[src/rtl/inst_prefetch_pkg.sv]
// Shared definitions for the instruction prefetch queue.
//   SIZE_WORD  : sram-like transfer size code for a 32-bit word
//   PC_STEP    : sequential fetch increment
//   iq_entry_t : instruction queue entry {pc, inst}
//   ptr_w/idx_w: pointer and storage-index widths for a FIFO of a given depth
package inst_prefetch_pkg;

  localparam logic [1:0]  SIZE_WORD = 2'd2;
  localparam logic [31:0] PC_STEP   = 32'd4;

  typedef struct packed {
    logic [31:0] pc;
    logic [31:0] inst;
  } iq_entry_t;

  localparam int unsigned ENTRY_W = $bits(iq_entry_t);

  // Read/write pointers carry one extra wrap bit above the index.
  function automatic int unsigned ptr_w(input int unsigned depth);
    return int'($clog2(depth)) + 1;
  endfunction

  // Storage index width; never zero so a depth-1 FIFO still has an index bit.
  function automatic int unsigned idx_w(input int unsigned depth);
    return (depth > 1) ? int'($clog2(depth)) : 1;
  endfunction

endpackage

[src/rtl/inst_prefetch_queue_if.sv]
// Read-only instruction sram-like bus between the prefetch queue and the
// CPU<->AXI bridge.
//   master : prefetch side (drives req/wr/size/addr/wdata)
//   slave  : bridge side   (drives rdata/addr_ok/data_ok)
interface inst_prefetch_queue_if;

  logic        inst_req;
  logic        inst_wr;
  logic [1:0]  inst_size;
  logic [31:0] inst_addr;
  logic [31:0] inst_wdata;
  logic [31:0] inst_rdata;
  logic        inst_addr_ok;
  logic        inst_data_ok;

  modport master (
    output inst_req, inst_wr, inst_size, inst_addr, inst_wdata,
    input  inst_rdata, inst_addr_ok, inst_data_ok
  );

  modport slave (
    input  inst_req, inst_wr, inst_size, inst_addr, inst_wdata,
    output inst_rdata, inst_addr_ok, inst_data_ok
  );

endinterface

[src/rtl/inst_prefetch_queue_sync_fifo.sv]
// sync_fifo: synchronous FIFO with synchronous flush.
//   clk, resetn : clock, asynchronous active-low reset
//   flush       : empty the FIFO this cycle (wins over push/pop)
//   push, wdata : write request and data (accepted when not full, or full with pop)
//   pop         : remove head entry (ignored when empty)
//   rdata       : head entry (combinational)
//   count       : number of stored entries
module sync_fifo
  import inst_prefetch_pkg::*;
#(
  parameter int unsigned WIDTH = 32,
  parameter int unsigned DEPTH = 4
) (
  input  logic                      clk,
  input  logic                      resetn,
  input  logic                      flush,
  input  logic                      push,
  input  logic [WIDTH-1:0]          wdata,
  input  logic                      pop,
  output logic [WIDTH-1:0]          rdata,
  output logic [ptr_w(DEPTH)-1:0]   count
);

  localparam int unsigned PW    = ptr_w(DEPTH);
  localparam int unsigned IW    = idx_w(DEPTH);
  localparam int unsigned SLOTS = 1 << IW;
  localparam logic [PW-1:0] WRAP_ONLY = PW'(1) << (PW - 1);

  logic [WIDTH-1:0] mem [SLOTS];
  logic [PW-1:0]    wr_ptr;
  logic [PW-1:0]    rd_ptr;
  logic             full;
  logic             empty;
  logic             do_push;
  logic             do_pop;

  // Full: wrap bits differ while the index bits match.
  assign full    = ((wr_ptr ^ rd_ptr) == WRAP_ONLY);
  assign empty   = (wr_ptr == rd_ptr);
  assign do_pop  = pop && !empty;
  assign do_push = push && (!full || do_pop);
  assign rdata   = mem[rd_ptr[IW-1:0]];
  assign count   = wr_ptr - rd_ptr;

  always_ff @(posedge clk or negedge resetn) begin
    if (!resetn) begin
      wr_ptr <= '0;
      rd_ptr <= '0;
    end else if (flush) begin
      wr_ptr <= '0;
      rd_ptr <= '0;
    end else begin
      if (do_push) wr_ptr <= wr_ptr + PW'(1);
      if (do_pop)  rd_ptr <= rd_ptr + PW'(1);
    end
  end

  always_ff @(posedge clk) begin
    if (do_push && !flush) mem[wr_ptr[IW-1:0]] <= wdata;
  end

endmodule

[src/rtl/inst_prefetch_queue.sv]
// Instruction-fetch front end: issues sequential word fetches on the inst
// sram-like bus, tracks outstanding reads, and buffers {pc, inst} pairs for
// decode. A redirect flushes the queue, restarts fetch at redirect_pc and
// drops every response still owed to the old path.
//   clk, resetn                 : clock, asynchronous active-low reset
//   redirect_valid, redirect_pc : flush and restart fetch
//   deq_valid/deq_ready         : head-entry handshake to decode
//   deq_inst, deq_pc            : head entry (0 when empty)
//   bus                         : inst sram-like master port
// Optional build macro INST_BYPASS_EN: a response arriving while the queue is
// empty is presented on deq_* in the same cycle.
module inst_prefetch_queue
  import inst_prefetch_pkg::*;
#(
  parameter logic [31:0] RESET_PC  = 32'hBFC0_0000,
  parameter int unsigned QDEPTH    = 4,
  parameter int unsigned MAX_OUTST = 2
) (
  input  logic                   clk,
  input  logic                   resetn,
  input  logic                   redirect_valid,
  input  logic [31:0]            redirect_pc,
  input  logic                   deq_ready,
  output logic                   deq_valid,
  output logic [31:0]            deq_inst,
  output logic [31:0]            deq_pc,
  inst_prefetch_queue_if.master  bus
);

  localparam int unsigned OW = ptr_w(MAX_OUTST);
  localparam int unsigned QW = ptr_w(QDEPTH);

  logic            run;
  logic [31:0]     fetch_pc;
  logic [31:0]     held_pc;
  logic            hold;
  logic            hold_stale;
  logic [OW-1:0]   discard;
  logic [OW-1:0]   outst;
  logic [QW-1:0]   qcount;
  logic [31:0]     opc_head;
  iq_entry_t       q_head;
  iq_entry_t       q_wdata;
  logic            q_empty;
  logic            q_push;
  logic            q_pop;
  logic            can_issue;
  logic            accept;
  logic            rsp;
  logic            drop;

  // The outstanding-PC FIFO occupancy is the outstanding-request count.
  sync_fifo #(
    .WIDTH (32),
    .DEPTH (MAX_OUTST)
  ) u_opc_fifo (
    .clk    (clk),
    .resetn (resetn),
    .flush  (1'b0),
    .push   (accept),
    .wdata  (bus.inst_addr),
    .pop    (rsp),
    .rdata  (opc_head),
    .count  (outst)
  );

  sync_fifo #(
    .WIDTH (ENTRY_W),
    .DEPTH (QDEPTH)
  ) u_inst_queue (
    .clk    (clk),
    .resetn (resetn),
    .flush  (redirect_valid),
    .push   (q_push),
    .wdata  (q_wdata),
    .pop    (q_pop),
    .rdata  (q_head),
    .count  (qcount)
  );

  // run keeps inst_req low while in reset and for the first cycle after it.
  assign can_issue = run
                  && (32'(outst) < MAX_OUTST)
                  && ((32'(outst) + 32'(qcount)) < QDEPTH)
                  && !redirect_valid;

  assign bus.inst_req   = hold | can_issue;
  assign bus.inst_addr  = hold ? held_pc : fetch_pc;
  assign bus.inst_wr    = 1'b0;
  assign bus.inst_size  = SIZE_WORD;
  assign bus.inst_wdata = '0;

  assign accept  = bus.inst_req && bus.inst_addr_ok;
  assign rsp     = bus.inst_data_ok;
  // A response in the redirect cycle belongs to the old path as well.
  assign drop    = rsp && (redirect_valid || (discard != '0));
  assign q_empty = (qcount == '0);
  assign q_pop   = !q_empty && deq_ready;
  assign q_wdata = '{pc: opc_head, inst: bus.inst_rdata};

  always_comb begin
    deq_valid = !q_empty;
    deq_pc    = '0;
    deq_inst  = '0;
    q_push    = rsp && !drop;
    if (!q_empty) begin
      deq_pc   = q_head.pc;
      deq_inst = q_head.inst;
    end
`ifdef INST_BYPASS_EN
    else if (rsp && !drop) begin
      deq_valid = 1'b1;
      deq_pc    = opc_head;
      deq_inst  = bus.inst_rdata;
      q_push    = !deq_ready;
    end
`endif
  end

  // hold_stale marks a held request that predates a redirect: when it is
  // finally accepted it must be discarded and must not advance fetch_pc.
  always_ff @(posedge clk or negedge resetn) begin
    if (!resetn) begin
      run        <= 1'b0;
      fetch_pc   <= RESET_PC;
      held_pc    <= '0;
      hold       <= 1'b0;
      hold_stale <= 1'b0;
      discard    <= '0;
    end else begin
      run <= 1'b1;
      if (bus.inst_req && !bus.inst_addr_ok) begin
        hold    <= 1'b1;
        held_pc <= bus.inst_addr;
      end else if (accept) begin
        hold <= 1'b0;
      end
      if (redirect_valid) begin
        fetch_pc   <= redirect_pc;
        discard    <= outst + OW'(accept) - OW'(rsp);
        hold_stale <= hold && !accept;
      end else begin
        if (accept && !hold_stale) fetch_pc <= fetch_pc + PC_STEP;
        if (accept) hold_stale <= 1'b0;
        discard <= discard + OW'(accept && hold_stale)
                           - OW'(rsp && (discard != '0));
      end
    end
  end

endmodule

[src/flat_wrapper.sv]
// flat-port wrapper written by rule: the top's interface ports become plain ports
module inst_prefetch_queue_flat import inst_prefetch_pkg::*;
#(
  parameter logic [31:0] RESET_PC  = 32'hBFC0_0000,
  parameter int unsigned QDEPTH    = 4,
  parameter int unsigned MAX_OUTST = 2
)
  (clk, resetn, redirect_valid, redirect_pc, deq_ready, deq_valid, deq_inst, deq_pc, bus_inst_req, bus_inst_wr, bus_inst_size, bus_inst_addr, bus_inst_wdata, bus_inst_rdata, bus_inst_addr_ok, bus_inst_data_ok);
  inst_prefetch_queue_if bus_i ();
  input  logic clk;
  input  logic resetn;
  input  logic redirect_valid;
  input  logic [31:0] redirect_pc;
  input  logic deq_ready;
  output logic deq_valid;
  output logic [31:0] deq_inst;
  output logic [31:0] deq_pc;
  output wire logic [$bits(bus_i.inst_req)-1:0] bus_inst_req;
  output wire logic [$bits(bus_i.inst_wr)-1:0] bus_inst_wr;
  output wire logic [$bits(bus_i.inst_size)-1:0] bus_inst_size;
  output wire logic [$bits(bus_i.inst_addr)-1:0] bus_inst_addr;
  output wire logic [$bits(bus_i.inst_wdata)-1:0] bus_inst_wdata;
  input wire logic [$bits(bus_i.inst_rdata)-1:0] bus_inst_rdata;
  input wire logic [$bits(bus_i.inst_addr_ok)-1:0] bus_inst_addr_ok;
  input wire logic [$bits(bus_i.inst_data_ok)-1:0] bus_inst_data_ok;
  assign bus_inst_req = bus_i.inst_req;
  assign bus_inst_wr = bus_i.inst_wr;
  assign bus_inst_size = bus_i.inst_size;
  assign bus_inst_addr = bus_i.inst_addr;
  assign bus_inst_wdata = bus_i.inst_wdata;
  assign bus_i.inst_rdata = bus_inst_rdata;
  assign bus_i.inst_addr_ok = bus_inst_addr_ok;
  assign bus_i.inst_data_ok = bus_inst_data_ok;
  inst_prefetch_queue #(.RESET_PC(RESET_PC), .QDEPTH(QDEPTH), .MAX_OUTST(MAX_OUTST)) u_core (.clk(clk), .resetn(resetn), .redirect_valid(redirect_valid), .redirect_pc(redirect_pc), .deq_ready(deq_ready), .deq_valid(deq_valid), .deq_inst(deq_inst), .deq_pc(deq_pc), .bus(bus_i));
endmodule
[config.mk]
export PLATFORM = sky130hd
export DESIGN_NAME = inst_prefetch_queue_flat
export DESIGN_NICKNAME = d
export VERILOG_FILES = /design/src/rtl/inst_prefetch_pkg.sv /design/src/rtl/inst_prefetch_queue_if.sv /design/src/rtl/inst_prefetch_queue_sync_fifo.sv /design/src/rtl/inst_prefetch_queue.sv /design/src/flat_wrapper.sv
export SDC_FILE = /design/constraint.sdc
export NUM_CORES = 1
export LEC_CHECK = 0
export BUFFER_PORTS_ARGS = -buffer_cell sky130_fd_sc_hd__buf_4
export CELL_PAD_IN_SITES_DETAIL_PLACEMENT = 1
export CELL_PAD_IN_SITES_GLOBAL_PLACEMENT = 1
export CORE_ASPECT_RATIO = 0.5
export CORE_MARGIN = 1
export CORE_UTILIZATION = 49
export DETAILED_ROUTE_END_ITERATION = 12
export MAX_ROUTING_LAYER = met4
export PLACE_DENSITY_LB_ADDON = 0.05
export REMOVE_ABC_BUFFERS = 1
export SLEW_MARGIN = 10
export SYNTH_ARGS = -nofsm -noshare
export SYNTH_HDL_FRONTEND = slang
export SYNTH_SLANG_ARGS = --single-unit
[constraint.sdc]
create_clock -name clk -period 6.1 [get_ports clk]
set_input_delay 0.915 -clock clk [delete_from_list [all_inputs] [get_ports clk]]
set_output_delay 0.915 -clock clk [all_outputs]
set_load 0.02 [all_outputs]
Word-level counts from Yosys, hierarchy flattened
Memories as Yosys holds them, arrays and structs flattened.
Cells that the tools add are included.

storage, ports and cells
  flip-flop bits (word level) = 79
  latch bits = 0
  RAM bits = 320
  memory bits (read-only) = 0
  bits of input ports = 70
  output and inout bits = 133
  word-level logic and storage cells = 87
  memories kept = 2

cells by class
  add/subtract/negate cells = 12
  multipliers = 0
  divide/modulo/power cells = 0
  order comparisons = 2
  equality and inequality tests = 4
  shifts and indexed selects = 0
  multiplexer cells = 17
  bitwise logic cells = 3
  reduce and logical (&&, ||, !) cells = 37

memory list
  memory                   words  width  rd ports  clocked after Yosys merged registers in  write ports  line                                 source
  u_core.u_inst_queue.mem  4      64     1         0                                        1            inst_prefetch_queue_sync_fifo.sv:29  logic [WIDTH-1:0] mem [SLOTS];
  u_core.u_opc_fifo.mem    2      32     1         0                                        1            inst_prefetch_queue_sync_fifo.sv:29

operators with widths
  kind                                                                            number
  32-bit 2-to-1 mux                                                               5
  32-bit by 3-bit adder with 32-bit output (second input constant)                1
  32-bit by 3-bit less-than comparator with 1-bit output (second input constant)  1
  1-bit logical AND                                                               17
  3-bit 2-to-1 mux                                                                4
  2-bit nonzero test                                                              6
  1-bit logical NOT                                                               10
  1-bit 2-to-1 mux                                                                7
  3-bit by 1-bit adder with 3-bit output (second input constant)                  2
  2-bit by 1-bit adder with 2-bit output                                          2
  2-bit by 1-bit adder with 2-bit output (second input constant)                  2
  2-bit by 3-bit adder with 4-bit output                                          1
  2-bit by 1-bit subtractor with 2-bit output                                     2
  3-bit == test                                                                   1
  3-bit == test (second input constant)                                           1
  3-bit logical NOT                                                               1
  1-bit logical OR                                                                3
  3-bit subtractor                                                                1
  3-bit XOR                                                                       1
  2-bit == test                                                                   1
  2-bit == test (second input constant)                                           1
  2-bit less-than comparator (second input constant)                              1
  2-bit 2-to-1 mux                                                                1
  2-bit subtractor                                                                1
  other kinds (2)                                                                 2

Depth between registers and ports, before layout
  depth in word-level cells = 11
  mapped depth = 15
  gate-level depth less buffers = 14

Modules after synthesis
Synthesis repeated with hierarchy kept, for this count alone.

second synthesis, totals
  cell total of the unflattened synthesis = 987
  area, all modules = 16838.6 µm²

modules (own cells, without submodules)
  module                            times used  cells each  area each (µm²)  sequential area each (µm²)
  sync_fifo at u_core.u_inst_queue  1           388         9740.6           7837.5
  inst_prefetch_queue               1           464         4506.8           1737.9
  sync_fifo at u_core.u_opc_fifo    1           135         2591.2           2021.9

Worst setup path before layout
Ideal clock, no wire load.

  kind = register to register
  start = register u_core.u_inst_queue.rd_ptr[1]
  end = memory u_core.u_opc_fifo.mem[0][0] (enable)
  setup time = 421 ps
  arrival time = 4203 ps
  data required time = 5679 ps
  slack = 1476 ps
  cell stages (with the launch flop) = 13
  path buffers = 3
  period minus slack after synthesis = 4624 ps
  cell sequence = dfrtp_1 > clkbuf_1 > buf_1 > inv_1 > fa_1 > ha_1 > or3b_2 > a41oi_2 > buf_6 > inv_1 > and2_1 > nand2_1 > nor2_1

between the ends
  cells in the longest elaborated chain, start to end = 10

RTL lines
  item                                                    line                                 source
  start: declaration                                      inst_prefetch_queue_sync_fifo.sv:31  logic [PW-1:0] rd_ptr;
  start signal: assignment                                inst_prefetch_queue_sync_fifo.sv:54  if (do_pop) rd_ptr <= rd_ptr + PW'(1);
  3-bit subtractor                                        inst_prefetch_queue_sync_fifo.sv:43  assign count = wr_ptr - rd_ptr;
  2-bit by 3-bit adder with 4-bit output                  inst_prefetch_queue.sv:84            && ((32'(outst) + 32'(qcount)) < QDEPTH)
  32-bit by 3-bit less-than comparator with 1-bit output  inst_prefetch_queue.sv:84
  1-bit logical AND                                       inst_prefetch_queue.sv:84
  1-bit logical AND                                       inst_prefetch_queue.sv:85            && !redirect_valid;
  1-bit bitwise OR                                        inst_prefetch_queue.sv:87            assign bus.inst_req = hold | can_issue;
  via bus_inst_req                                        flat_wrapper.sv:18                   output wire logic [$bits(bus_i.inst_req)-1:0] bus_inst_req;
  1-bit logical AND                                       inst_prefetch_queue.sv:93            assign accept = bus.inst_req && bus.inst_addr_ok;
  1-bit logical AND                                       inst_prefetch_queue_sync_fifo.sv:41  assign do_push = push && (!full || do_pop);
  1-bit 2-to-1 mux                                        inst_prefetch_queue_sync_fifo.sv:59  if (do_push && !flush) mem[wr_ptr[IW-1:0]] <= wdata;
  1-bit 2-to-1 mux (not written as such)                  inst_prefetch_queue_sync_fifo.sv:59
  end: declaration                                        inst_prefetch_queue_sync_fifo.sv:29

The timed path passes the listed nets, and every way through them passes these cells.

Final worst setup path
  start = register u_core.u_opc_fifo.rd_ptr[0]
  end = output bus_inst_req

between the ends
  cells in the longest elaborated chain, start to end = 6
  elaborated cells on any way between the ends = 8
  classes of those cells = add/sub: 2; order compare: 2; bitwise: 1; reduce/logical: 3

RTL lines
  item                                                                                                line
  start: declaration                                                                                  inst_prefetch_queue_sync_fifo.sv:31
  start signal: assignment                                                                            inst_prefetch_queue_sync_fifo.sv:54
  2-bit subtractor (*)                                                                                inst_prefetch_queue_sync_fifo.sv:43
  2-bit by 3-bit adder with 4-bit output / 2-bit less-than comparator (equally long branches)         inst_prefetch_queue.sv:84, inst_prefetch_queue.sv:83
  32-bit by 3-bit less-than comparator with 1-bit output / 1-bit logical AND (equally long branches)  inst_prefetch_queue.sv:84, inst_prefetch_queue.sv:83
  1-bit logical AND (*)                                                                               inst_prefetch_queue.sv:84
  1-bit logical AND (*)                                                                               inst_prefetch_queue.sv:85
  1-bit bitwise OR (*)                                                                                inst_prefetch_queue.sv:87
  end: declaration                                                                                    flat_wrapper.sv:18

Mark *: on every way between the ends. The rest lies on a longest branch, timed or not.

==> flow_metrics.py <==
metrics = {
    "status": {
        "status": "finished clean",
    },
    "clock_tree": {
        "postCtsSetupBuffers": 0,
        "cts_made_buffers": 37,
        "hold_buffers": 0,
        "clk_path_buf_depth": 3,
        "cts.htree.levels": 2,
        "cts_resized": 0,
        "cts.sinks": 399,
        "tritoncts": "yes",
        "clk_pin_slew_worst_paths_ps": 60,
        "insertion_delay_ps": 530,
        "cts_root_buf": "clkbuf_16",
    },
    "final_layout": {
        "utilization": 0.5851,
        "drive_gt1_frac": 0.3643,
        "area_growth_pct": 16.85,
        "finalNetCount": 1209,
        "design_area_um2": 19440,
        "final_common_cell": "edfxtp_1",
        "final_cell_mix": "320 x edfxtp_1, 177 x buf_4, 98 x mux2_2",
    },
    "routing": {
        "final_antenna_net_count": 0,
        "routedWlPerCell_um": 22.75,
        "avgViaCountPerCell": 5.431,
        "drcViolationCount": 0,
        "drt-total-wl_mm": 36.29,
        "initialDrtViolationCount": 462,
        "first_pass_iters": 4,
        "vias": 8662,
    },
    "sta": {
        "tightest_slew_ps": 1153,
        "min_period_over_period": 0.7588,
        "report.final.slew_viol_count": 0,
        "fin_skew_ps": 13.06,
        "period_needed_ps": 4629,
        "max_freq_ghz": 0.2160,
        "timing.final.hold_violations": 0,
        "timing.hold.ws_ps": 504.7,
        "setup_viol": 0,
        "slew_headroom": 0.2297,
        "rsz0062_at_grt": "false",
        "tns_ps": 0,
    },
    "critical_path": {
        "end_kind": "primary output",
        "critPathMaxFanout": 35,
        "worstPathRequired_ps": 5180,
        "critPathKind": "reg -> out",
        "arrival_ps": 3710,
        "start_kind": "register",
    },
    "grt": {
        "grt_pass1_wl_mm": 56.05,
        "grt_pass1_vias": 9386,
        "antenna_found_initial": 0,
        "grt.total_usage": 0.2202,
        "grt_max_degree": 80,
        "grt_overflow_total": 0,
    },
    "floorplan": {
        "initial_utilization": 0.5007,
        "fp.dieW_um": 262.6,
        "dieArea_um2": 34740,
        "dieHeight_um": 132.3,
        "core_area_um2": 33230,
        "ioPinCount": 203,
        "core.rowCount": 47,
    },
    "power_and_ir_drop": {
        "p_clk_frac": 0.311,
        "sw_frac_of_total": 0.2785,
        "p_leak_nw": 6.962,
        "seqPwrFrac": 0.478,
        "p_switching_mw": 2.100,
        "p_int_mw": 5.440,
        "vdd_drop_max_v": 0.0002120,
        "power.density_nw_per_um2": 387.8,
        "total_power_mw": 7.540,
        "combinationalPowerShare": 0.211,
    },
    "yosys": {
        "synth_top_cell_area_share": 0.5776,
        "synth_seq_cells": 399,
        "syn_inst": 953,
        "mappedNetlistArea_um2": 16640,
        "synth-edff-count": 320,
        "synth_async_sr_flop_share": 0.1980,
        "synthTopCellsByArea": "edfxtp_1 58%, dfrtp_1 11%, mux4_2 8.7%",
        "yosysWarnings": 0,
        "yosysTopAreaCell": "edfxtp_1",
        "seq_area_frac_synth": 0.6971,
        "synthDistinctLibCells": 47,
        "synth_ff_type": "edfxtp_1",
        "syn_area_per_cell_um2": 17.46,
    },
    "hold_path": {
        "hold_path.class": "reg -> reg",
    },
    "place": {
        "detailed_place_hpwl_mm": 22.18,
        "portBuffers": 167,
        "placed_area_um2": 18220,
        "gp_congestion": 0.7535,
    },
    "job": {
        "max_cap_violations": 0,
    },
}
==> cell type report <==
class / count / area [um2]
diodes: 1 / 2.502
clock buffers: 56 / 1110
clock inverters: 12 / 112.6
fillers: 2976 / 13780
inverters: 15 / 56.30
multi-input cells: 494 / 4672
flip-flops and latches: 399 / 11610
well taps: 441 / 551.8
repair buffers: 177 / 1329
==> per-stage QoR <==
step / worst slack (ps) / cells
3_5_place_dp: 1758 / 1526
2_1_floorplan: -800.4 / 908
5_1_grt: 1285 / 1594
6_report: 1471 / 1595
3_3_place_gp: 1875 / 1526
4_1_cts: 1420 / 1594
==> kinds of logic (layout without fill, tap and decap cells) <==
logic type | after synthesis | in the layout | share of synthesized area
compound gates | 40 | 40 | 0.01331
other cells | 2 | 37 | 0.0004514
buf+inv | 94 | 260 | 0.03113
xor+xnor | 43 | 43 | 0.02519
simple gates | 194 | 194 | 0.06573
flops | 399 | 399 | 0.6971
mux | 166 | 166 | 0.1554
fa+ha+maj | 15 | 15 | 0.01173
==> Yosys cell counts, types with 6 or more instances <==
cell type,number
and2_1,69
buf_2,9
buf_4,35
clkbuf_1,28
dfrtp_1,70
dfstp_2,9
edfxtp_1,320
ha_1,14
inv_1,15
mux2_2,98
mux4_2,64
nand2_1,50
nand3_1,11
nor2_1,7
nor3_1,6
nor4_1,14
o21ai_0,22
o21ai_1,11
xnor2_1,34
xor2_1,6
==> worst max-delay path: stages (launching register included) <==
cell and delay (ps):
dfrtp_2 1000, ha_1 300, xnor3_1 230, inv_1 70
ha_1 260, or3b_2 450, a41oi_2 160, buf_4 370
inv_1 160, buf_4 190
==> flip-flops by register name (all words and copies together) (netlist names) <==
name                        flops
u_core.discard                  2
u_core.fetch_pc                32
u_core.held_pc                 32
u_core.hold                     1
u_core.hold_stale               1
u_core.run                      1
u_core.u_inst_queue.mem       256
u_core.u_inst_queue.rd_ptr      3
u_core.u_inst_queue.wr_ptr      3
u_core.u_opc_fifo.mem          64
u_core.u_opc_fifo.rd_ptr        2
u_core.u_opc_fifo.wr_ptr        2
==> path summary, 6_finish.rpt <==
check                                                              from                                        end  slack, ps  depth (start not counted)
worst max register to register  u_core.u_opc_fifo.rd_ptr[0]$_DFFE_PN0P_     u_core.u_opc_fifo.mem[0][21]$_DFFE_PP_       1820                         11
min in group asynchronous                                        resetn             u_core.held_pc[27]$_DFFE_PN0P_        560                          1
worst min-delay path                     u_core.held_pc[17]$_DFFE_PN0P_             u_core.held_pc[17]$_DFFE_PN0P_        500                          1
max in group asynchronous                                        resetn  u_core.u_inst_queue.rd_ptr[0]$_DFFE_PN0P_       4690                          1
worst min register to register           u_core.held_pc[17]$_DFFE_PN0P_             u_core.held_pc[17]$_DFFE_PN0P_        500                          1
worst max-delay path            u_core.u_opc_fifo.rd_ptr[0]$_DFFE_PN0P_                               bus_inst_req       1470                          9
==> power by group through the flow <==
stage	logic, mW	registers (mW)	clock network [mW]
6_report	1.59	3.61	2.34
2_1_floorplan	1.03	3.58	0
4_1_cts	1.62	3.61	2.40
5_1_grt	1.72	3.64	2.49
3_5_place_dp	1.60	3.66	0
3_3_place_gp	1.55	3.64	0
==> routing by layer <==
layer	up-vias	global-route usage	wire length (um)
met3	52	0.03213	1224
met5	-	-	0
met1	4563	0.2938	16130
met4	0	0.04248	488
li1	3895	-	-
met2	152	0.3650	18450
(Power assumes the default switching activity.)
